$ cat src/rtl/mem_ctrl_if.sv
// mem_ctrl_if: fetch, data and byte-RAM signals between requesters/RAM and the memory controller
interface mem_ctrl_if;
  logic        if_req;
  logic [31:0] if_addr;
  logic        if_done;
  logic [31:0] if_data;
  logic        mem_req;
  logic        mem_we;
  logic [31:0] mem_addr;
  logic [31:0] mem_wdata;
  logic [1:0]  mem_len;
  logic        mem_done;
  logic [31:0] mem_rdata;
  logic [31:0] ram_addr;
  logic        ram_wr;
  logic [7:0]  ram_dout;
  logic [7:0]  ram_din;
  logic        busy;
  modport master (
    output if_req, if_addr, mem_req, mem_we, mem_addr, mem_wdata, mem_len, ram_din,
    input  if_done, if_data, mem_done, mem_rdata, ram_addr, ram_wr, ram_dout, busy
  );
  modport slave (
    input  if_req, if_addr, mem_req, mem_we, mem_addr, mem_wdata, mem_len, ram_din,
    output if_done, if_data, mem_done, mem_rdata, ram_addr, ram_wr, ram_dout, busy
  );
endinterface

$ cat src/rtl/mem_ctrl.sv
// mem_ctrl: byte-serial RAM controller shared by instruction fetch and data access; MEMCTRL_RR_EN selects round-robin arbitration
module mem_ctrl (
  input logic       clk,
  input logic       rst,
  mem_ctrl_if.slave bus
);
  localparam logic [1:0] IDLE = 2'd0, BUSY = 2'd1, DONE = 2'd2;
  logic [1:0]  state;
  logic [2:0]  cnt, n, cnt_eff, req_n;
  logic [1:0]  idx;
  logic [31:0] base, wdata, asm_q, asm_next, addr_q, cur_addr, if_data_q, mem_rdata_q;
  logic        we, gnt_mem, any_req, pick_mem;
  assign any_req = bus.mem_req | bus.if_req;
`ifdef MEMCTRL_RR_EN
  logic last_mem;
  assign pick_mem = bus.mem_req && (!bus.if_req || !last_mem);
  always_ff @(posedge clk)
    if (rst) last_mem <= 1'b0;
    else if (state == IDLE && any_req) last_mem <= pick_mem;
`else
  assign pick_mem = bus.mem_req;
`endif
  assign req_n = bus.mem_len == 2'd0 ? 3'd1 : bus.mem_len == 2'd1 ? 3'd2 : 3'd4;
  // a read's final cycle (cnt == n) only collects the last byte, so the address stays put
  assign cnt_eff  = cnt == n ? cnt - 3'd1 : cnt;
  assign cur_addr = base + {29'd0, cnt_eff};
  assign idx      = cnt[1:0] - 2'd1;
  assign asm_next = asm_q | ({24'd0, bus.ram_din} << {idx, 3'b000});
  assign bus.ram_addr  = state == BUSY ? cur_addr : addr_q;
  assign bus.ram_wr    = state == BUSY && we;
  assign bus.ram_dout  = state == BUSY && we ? wdata[{cnt[1:0], 3'b000} +: 8] : 8'd0;
  assign bus.busy      = state != IDLE;
  assign bus.if_done   = state == DONE && !gnt_mem;
  assign bus.mem_done  = state == DONE && gnt_mem;
  assign bus.if_data   = if_data_q;
  assign bus.mem_rdata = mem_rdata_q;
  always_ff @(posedge clk)
    if (rst) begin
      state       <= IDLE;
      cnt         <= 3'd0;
      n           <= 3'd0;
      base        <= 32'd0;
      wdata       <= 32'd0;
      we          <= 1'b0;
      gnt_mem     <= 1'b0;
      asm_q       <= 32'd0;
      addr_q      <= 32'd0;
      if_data_q   <= 32'd0;
      mem_rdata_q <= 32'd0;
    end else begin
      if (state == BUSY) addr_q <= cur_addr;
      if (state == IDLE) begin
        if (any_req) begin
          gnt_mem <= pick_mem;
          base    <= pick_mem ? bus.mem_addr : bus.if_addr;
          n       <= pick_mem ? req_n : 3'd4;
          we      <= pick_mem && bus.mem_we;
          wdata   <= pick_mem ? bus.mem_wdata : 32'd0;
          cnt     <= 3'd0;
          asm_q   <= 32'd0;
          state   <= BUSY;
        end
      end else if (state == BUSY) begin
        if (we) begin
          cnt <= cnt + 3'd1;
          if (cnt == n - 3'd1) state <= DONE;
        end else begin
          if (cnt != 3'd0) asm_q <= asm_next;
          if (cnt == n) begin
            state <= DONE;
            if (gnt_mem) mem_rdata_q <= asm_next;
            else if_data_q <= asm_next;
          end else cnt <= cnt + 3'd1;
        end
      end else state <= IDLE;
    end
endmodule
$ cat src/flat_wrapper.sv
// flat-port wrapper written by rule: the top's interface ports become plain ports
module mem_ctrl_flat 
  (clk, rst, bus_if_req, bus_if_addr, bus_mem_req, bus_mem_we, bus_mem_addr, bus_mem_wdata, bus_mem_len, bus_ram_din, bus_if_done, bus_if_data, bus_mem_done, bus_mem_rdata, bus_ram_addr, bus_ram_wr, bus_ram_dout, bus_busy);
  mem_ctrl_if bus_i ();
  input logic clk;
  input logic rst;
  input wire logic [$bits(bus_i.if_req)-1:0] bus_if_req;
  input wire logic [$bits(bus_i.if_addr)-1:0] bus_if_addr;
  input wire logic [$bits(bus_i.mem_req)-1:0] bus_mem_req;
  input wire logic [$bits(bus_i.mem_we)-1:0] bus_mem_we;
  input wire logic [$bits(bus_i.mem_addr)-1:0] bus_mem_addr;
  input wire logic [$bits(bus_i.mem_wdata)-1:0] bus_mem_wdata;
  input wire logic [$bits(bus_i.mem_len)-1:0] bus_mem_len;
  input wire logic [$bits(bus_i.ram_din)-1:0] bus_ram_din;
  output wire logic [$bits(bus_i.if_done)-1:0] bus_if_done;
  output wire logic [$bits(bus_i.if_data)-1:0] bus_if_data;
  output wire logic [$bits(bus_i.mem_done)-1:0] bus_mem_done;
  output wire logic [$bits(bus_i.mem_rdata)-1:0] bus_mem_rdata;
  output wire logic [$bits(bus_i.ram_addr)-1:0] bus_ram_addr;
  output wire logic [$bits(bus_i.ram_wr)-1:0] bus_ram_wr;
  output wire logic [$bits(bus_i.ram_dout)-1:0] bus_ram_dout;
  output wire logic [$bits(bus_i.busy)-1:0] bus_busy;
  assign bus_i.if_req = bus_if_req;
  assign bus_i.if_addr = bus_if_addr;
  assign bus_i.mem_req = bus_mem_req;
  assign bus_i.mem_we = bus_mem_we;
  assign bus_i.mem_addr = bus_mem_addr;
  assign bus_i.mem_wdata = bus_mem_wdata;
  assign bus_i.mem_len = bus_mem_len;
  assign bus_i.ram_din = bus_ram_din;
  assign bus_if_done = bus_i.if_done;
  assign bus_if_data = bus_i.if_data;
  assign bus_mem_done = bus_i.mem_done;
  assign bus_mem_rdata = bus_i.mem_rdata;
  assign bus_ram_addr = bus_i.ram_addr;
  assign bus_ram_wr = bus_i.ram_wr;
  assign bus_ram_dout = bus_i.ram_dout;
  assign bus_busy = bus_i.busy;
  mem_ctrl u_core (.clk(clk), .rst(rst), .bus(bus_i));
endmodule
$ cat config.mk
export PLATFORM = sky130hd
export DESIGN_NAME = mem_ctrl_flat
export DESIGN_NICKNAME = d
export VERILOG_FILES = /design/src/rtl/mem_ctrl_if.sv /design/src/rtl/mem_ctrl.sv /design/src/flat_wrapper.sv
export SDC_FILE = /design/constraint.sdc
export NUM_CORES = 1
export LEC_CHECK = 0
export BUFFER_PORTS_ARGS = -buffer_cell sky130_fd_sc_hd__buf_4
export CORE_UTILIZATION = 53
export CTS_CLUSTER_DIAMETER = 50
export DETAILED_ROUTE_END_ITERATION = 8
export HOLD_SLACK_MARGIN = 0.15
export PLACE_DENSITY = 0.8
export SLEW_MARGIN = 0
export SYNTH_ARGS = -nofsm -noshare
export SYNTH_HDL_FRONTEND = slang
export SYNTH_SLANG_ARGS = --single-unit
$ cat constraint.sdc
create_clock -name clk -period 5.6 [get_ports clk]
set_input_delay 1.4 -clock clk [delete_from_list [all_inputs] [get_ports clk]]
set_output_delay 1.4 -clock clk [all_outputs]
set_load 0.005 [all_outputs]
======== Word level (Yosys, flattened, before mapping) ========
Index checks and enable logic that the tools add are counted.
storage, ports and cells
  flip-flop bits (word level) ............. 202
  latch bits .............................. 0
  RAM bits ................................ 0
  memory bits (read-only) ................. 0
  bits of input ports ..................... 111
  output and inout port bits .............. 108
  logic and storage cells ................. 74
  memories ................................ 0
cells by class
  add/sub/neg operators ................... 5
  multiply operators ...................... 0
  div/mod/pow operators ................... 0
  magnitude comparators ................... 0
  equal/unequal tests ..................... 10
  shift operators ......................... 2
  multiplexer cells ....................... 24
  bitwise logic cells ..................... 5
  reductions and logical operators ........ 17
operators by type and width
  operator                                                             count
  32-bit 2-to-1 mux                                                    8
  32-bit by 3-bit adder with 32-bit output                             1
  32-bit OR                                                            1
  32-bit by 6-bit variable part select with 8-bit output               1
  8-bit by 5-bit left shift with 32-bit output                         1
  3-bit 2-to-1 mux                                                     9
  2-bit 2-to-1 mux                                                     6
  5-bit AND reduction                                                  2
  8-bit 2-to-1 mux                                                     1
  3-bit == test                                                        2
  3-bit AND reduction                                                  2
  2-bit nonzero test                                                   3
  3-bit by 1-bit subtractor with 3-bit output (second input constant)  2
  2-bit by 1-bit == test with 1-bit output (second input constant)     2
  1-bit logical AND                                                    4
  2-bit zero test                                                      2
  4-bit by 3-bit != test with 1-bit output (second input constant)     1
  4-bit != test (second input constant)                                1
  4-bit AND reduction                                                  1
  3-bit by 1-bit adder with 3-bit output (second input constant)       1
  3-bit by 1-bit != test with 1-bit output (second input constant)     1
  1-bit inverter                                                       3
  3-bit nonzero test                                                   1
  2-bit == test (second input constant)                                1
  6 further kinds                                                      6

======== Depth between registers and ports, before layout ========
  word-level depth ........................ 7
  mapped depth ............................ 12
  gate-level depth less buffers ........... 11

======== Worst setup path before layout ========
No wires, ideal clock.
  path kind ............................... register to output
  start point ............................. register u_core.cnt[0]
  end point ............................... output bus_ram_addr[10]
  arrival time ............................ 2.962 ns
  required time ........................... 4.200 ns
  setup slack ............................. 1.238 ns
  stages on the path, launching flop included .. 13
  path buffers ............................ 2
  path through ............................ dfxtp_1 -> buf_2 -> buf_2 -> inv_1 -> ha_1 -> a21oi_1 -> inv_1 -> fa_1 -> nor2b_1 -> o211ai_1 -> o21a_1 -> nor3_1 -> nor2_1
between the ends
  word-level cells in the longest chain between the ends .. 4
  elaborated cells between the ends (all ways) .. 5
  classes of those cells .................. add/sub (2); eq/ne (1); mux (2)
ends and longest elaborated chain
  what                                                                          RTL line            RTL
  start, declared                                                               mem_ctrl.sv:9       logic [2:0] cnt, n, cnt_eff, req_n;
  start signal, assigned                                                        mem_ctrl.sv:65      cnt <= cnt + 3'd1;
  start signal, assigned                                                        mem_ctrl.sv:73      end else cnt <= cnt + 3'd1;
  3-bit by 1-bit subtractor with 3-bit output or 3-bit == test (tied branches)  mem_ctrl.sv:25      assign cnt_eff = cnt == n ? cnt - 3'd1 : cnt;
  3-bit 2-to-1 mux *                                                            mem_ctrl.sv:25
  32-bit by 3-bit adder with 32-bit output *                                    mem_ctrl.sv:26      assign cur_addr = base + {29'd0, cnt_eff};
  32-bit 2-to-1 mux *                                                           mem_ctrl.sv:29      assign bus.ram_addr = state == BUSY ? cur_addr : addr_q;
  end, declared                                                                 flat_wrapper.sv:19  output wire logic [$bits(bus_i.ram_addr)-1:0] bus_ram_addr;
Every way passes the cells marked *; elsewhere a longest branch is shown, timed or not.

======== Worst setup path in the final report ========
  start point ............................. register u_core.cnt[1]
  end point ............................... output bus_ram_addr[28]
Same word-level chain as after synthesis.

==> out/metrics.cfg <==
[outcome]
status=finished clean

[synth]
synth_edf_count=0
synthFlopType=dfxtp_1
synth_fa_ha_area_share_pct=1.26
async_reset_ff_share_pct=0
avgSynthCellArea_um2=9.01
synth_top_family_by_area=compound AO/OA/AOI/OAI gates
syn_inst=946
yosysSeqAreaShare_pct=47.4
synth_xor_area_share_pct=2.98
yosysUniqueCellTypes=53
synth_area_leader_cell=dfxtp_1
synth_top_area_share_pct=47.4
synth-simple-area-share_pct=16.2
synth-compound-area-share_pct=21.6
synth_mux_area_share_pct=6.00
synth_area_leaders=dfxtp_1 (47%), a211oi_1 (9.8%), nor2_1 (7.8%)
ys_ff_latch=202
netlist_area_um2=8530
syn-num-nets=1065
yosys_warnings=0

[critical_path]
worstPathCellList=buf_4, inv_1, ha_1, a21oi_1, inv_1, fa_1, nor2b_2, o2111ai_4, nor4_1, a211oi_1, nor2_1, buf_4
slowest_delay_ns=0.54
critPathSlowestCell=dfxtp_1
critical_path_buf_inv_count=4
crit_fanout=8
worst-endpoint-arrival_ns=3.89
cp-start-kind=register
cpLargestDelayFamily=simple AND/OR/NAND/NOR gates
end_kind=primary output
required_ns=4.20
worstSetupPathType=reg2out

[clocking]
post_cts_buffers=0
root_buffer=clkbuf_16
path_clk_slew_ns=0.06
numCtsBuffers=22
cts.path.max_buffers=3
clock_latency_ns=0.50
postCtsHoldBufs=0
ctsHtreeMaxLevel=1
cts.sinks=202
cts_tree=built

[floorplan]
fp.dieArea_um2=16600
die_h_um=129
pin_count=219
fp-row-count=46
die_w_um=129
core_um2=15800
initial_core_util_pct=54.1

[detailed_routing]
wl_per_cell_um=16.9
drt-initial-drc-count=593
wl_um=22800
vias=7604
ant_nets=0
dr.pass1.iters=5
vias_per_cell=5.65
drc=0

[global_route]
grt_max_degree=74
antenna_found_initial=0
grt_pass1_wl_um=35800
grt_use_total_pct=27.0
grt-ovfl-total=0
grt_pass1_vias=6948

[timing]
finalCritPeriodShare_pct=94.5
max-slew-margin-rel_pct=22.7
drv_slew=0
worstMarginPinSlew_ns=1.16
hold_viol_final=0
fmax_mhz=189
setup_viol=0
clock_skew_ns=0.0194
period_needed_ns=5.29
fin_setup_tns_ns=0
rsz0062_at_grt=false

[finish]
n_antenna_cell=0
multiInputGateArea_um2=4120
fin_nets=1234
ff_latch_area_um2=4040
drive_gt1_share_pct=25.5
final_cells=1346
synthToLayoutAreaGrowth_pct=28.4
n_fill_cell=1310

[pwr]
vdd_drop_max_v=0.000358
leakagePower_nw=4.48
pwr_density_cell_nw_per_um2=416

[flow_run]
drv_cap=0

[worst_hold_path]
hold_path.class=reg2reg

[placed_design]
hpwl_um=15700
dp.cells=1307
gp_congestion=0.939
portBuffers=218

[cells by family (layout without fill, tap and decap cells)]
| logic type | after synthesis | in the layout |
|---|---|---|
| compound gates | 268 | 268 |
| mux | 41 | 41 |
| xor+xnor | 29 | 29 |
| flops | 202 | 202 |
| simple gates | 303 | 303 |
| fa+ha+maj | 8 | 8 |
| buf+inv | 95 | 279 |
[synthesized netlist by cell type, drive strengths merged (4+ instances only)]
master and instances:
nor2 177, nand4 5, nand3 12, o211ai 5
xnor2 19, nand2 29, mux2i 32, o21ai 10
clkbuf 51, nor3 25, nor2b 11, a22o 33
mux4 8, a31oi 6, buf 31, xor2 10
ha 7, dfxtp 202, a211oi 112, and4 4
a21oi 86, and3 14, nor4 9, inv 13
[worst min-delay path, delay by kind of cell (launching register included)]
family / cells / cell delay, ns
AND/OR/NAND/NOR: 1 / 0.06
flip-flops: 1 / 0.29
AO/OA/AOI/OAI: 1 / 0.06
[cell usage in the layout, fill, tap and decap left out, types with 8 or more instances in the layout]
master	instances
mux2i_1	32
buf_4	227
mux4_2	8
xor2_1	10
dfxtp_1	202
o21ai_0	10
a211oi_1	111
nand3_1	12
xnor2_1	19
clkbuf_16	23
nor2b_1	9
and3_1	13
a21oi_1	86
a22o_1	33
nor2_1	175
inv_1	13
nand2_1	29
nor3_1	23
[power by group]
| group | total (mW) | leakage [nW] | switching, mW | internal, mW |
|---|---|---|---|---|
| logic | 1.25 | 2.45 | 0.685 | 0.567 |
| clock network | 1.50 | 0.376 | 0.563 | 0.934 |
| registers | 1.80 | 1.65 | 0.156 | 1.65 |
| total | 4.55 | 4.48 | 1.40 | 3.15 |
[layout make-up]
cell class                 instances  share of cell area, %
multi-input combinational        649                   37.6
clock inverter                     4                  0.674
clock buffer                      35                   6.31
sequential                       202                   36.9
tap                              216                   2.47
inverter                          13                  0.446
timing repair buffer             227                   15.6
[sequential cells by signal, indices dropped and copies added, names as in the netlist]
name	flops
u_core.asm_q	32
u_core.wdata	32
u_core.state	2
u_core.bus.mem_rdata	32
u_core.bus.if_data	32
u_core.gnt_mem	1
u_core.cnt	3
u_core.addr_q	32
u_core.base	32
u_core.n	3
u_core.we	1
[metal layers]
metal / track usage, % / vias to the layer above / wire length [um] / share of wire (%)
met3: 4.66 / 32 / 1390 / 6.1
met4: 6.85 / 0 / 469 / 2.1
met2: 46.4 / 228 / 11100 / 49
met1: 35.0 / 3601 / 9880 / 43
met5: 0 / - / 0 / 0
li1: - / 3743 / - / -
[stage by stage]
step	utilization [%]	setup WS, ns	cell area (um^2)	hold WS [ns]	power (mW)
floorplan	-	1.24	8530	0.438	2.56
finish	69.4	0.309	11000	0.462	4.55
global placement	64.6	0.807	10200	0.447	3.03
global route	69.4	0.00495	11000	0.489	4.80
CTS	69.4	0.160	10900	0.466	4.57
detailed placement	64.6	0.738	10200	0.454	3.07
[repair_timing]
item	CTS	global route
setup endpoints to repair	0	3
endpoints found under the hold margin	0	0
resized for setup	0	1
[final timing paths]
kind	depth (start not counted)	slack, ns	to	from
worst max-delay path	12	0.31	bus_ram_addr[28]	u_core.cnt[1]
worst min-delay path	2	0.46	u_core.addr_q[0]	u_core.addr_q[0]
worst max register to register	11	2.21	u_core.addr_q[28]	u_core.cnt[1]
worst min register to register	2	0.46	u_core.addr_q[0]	u_core.addr_q[0]
No activity file was read; power rests on OpenSTA's default activity.
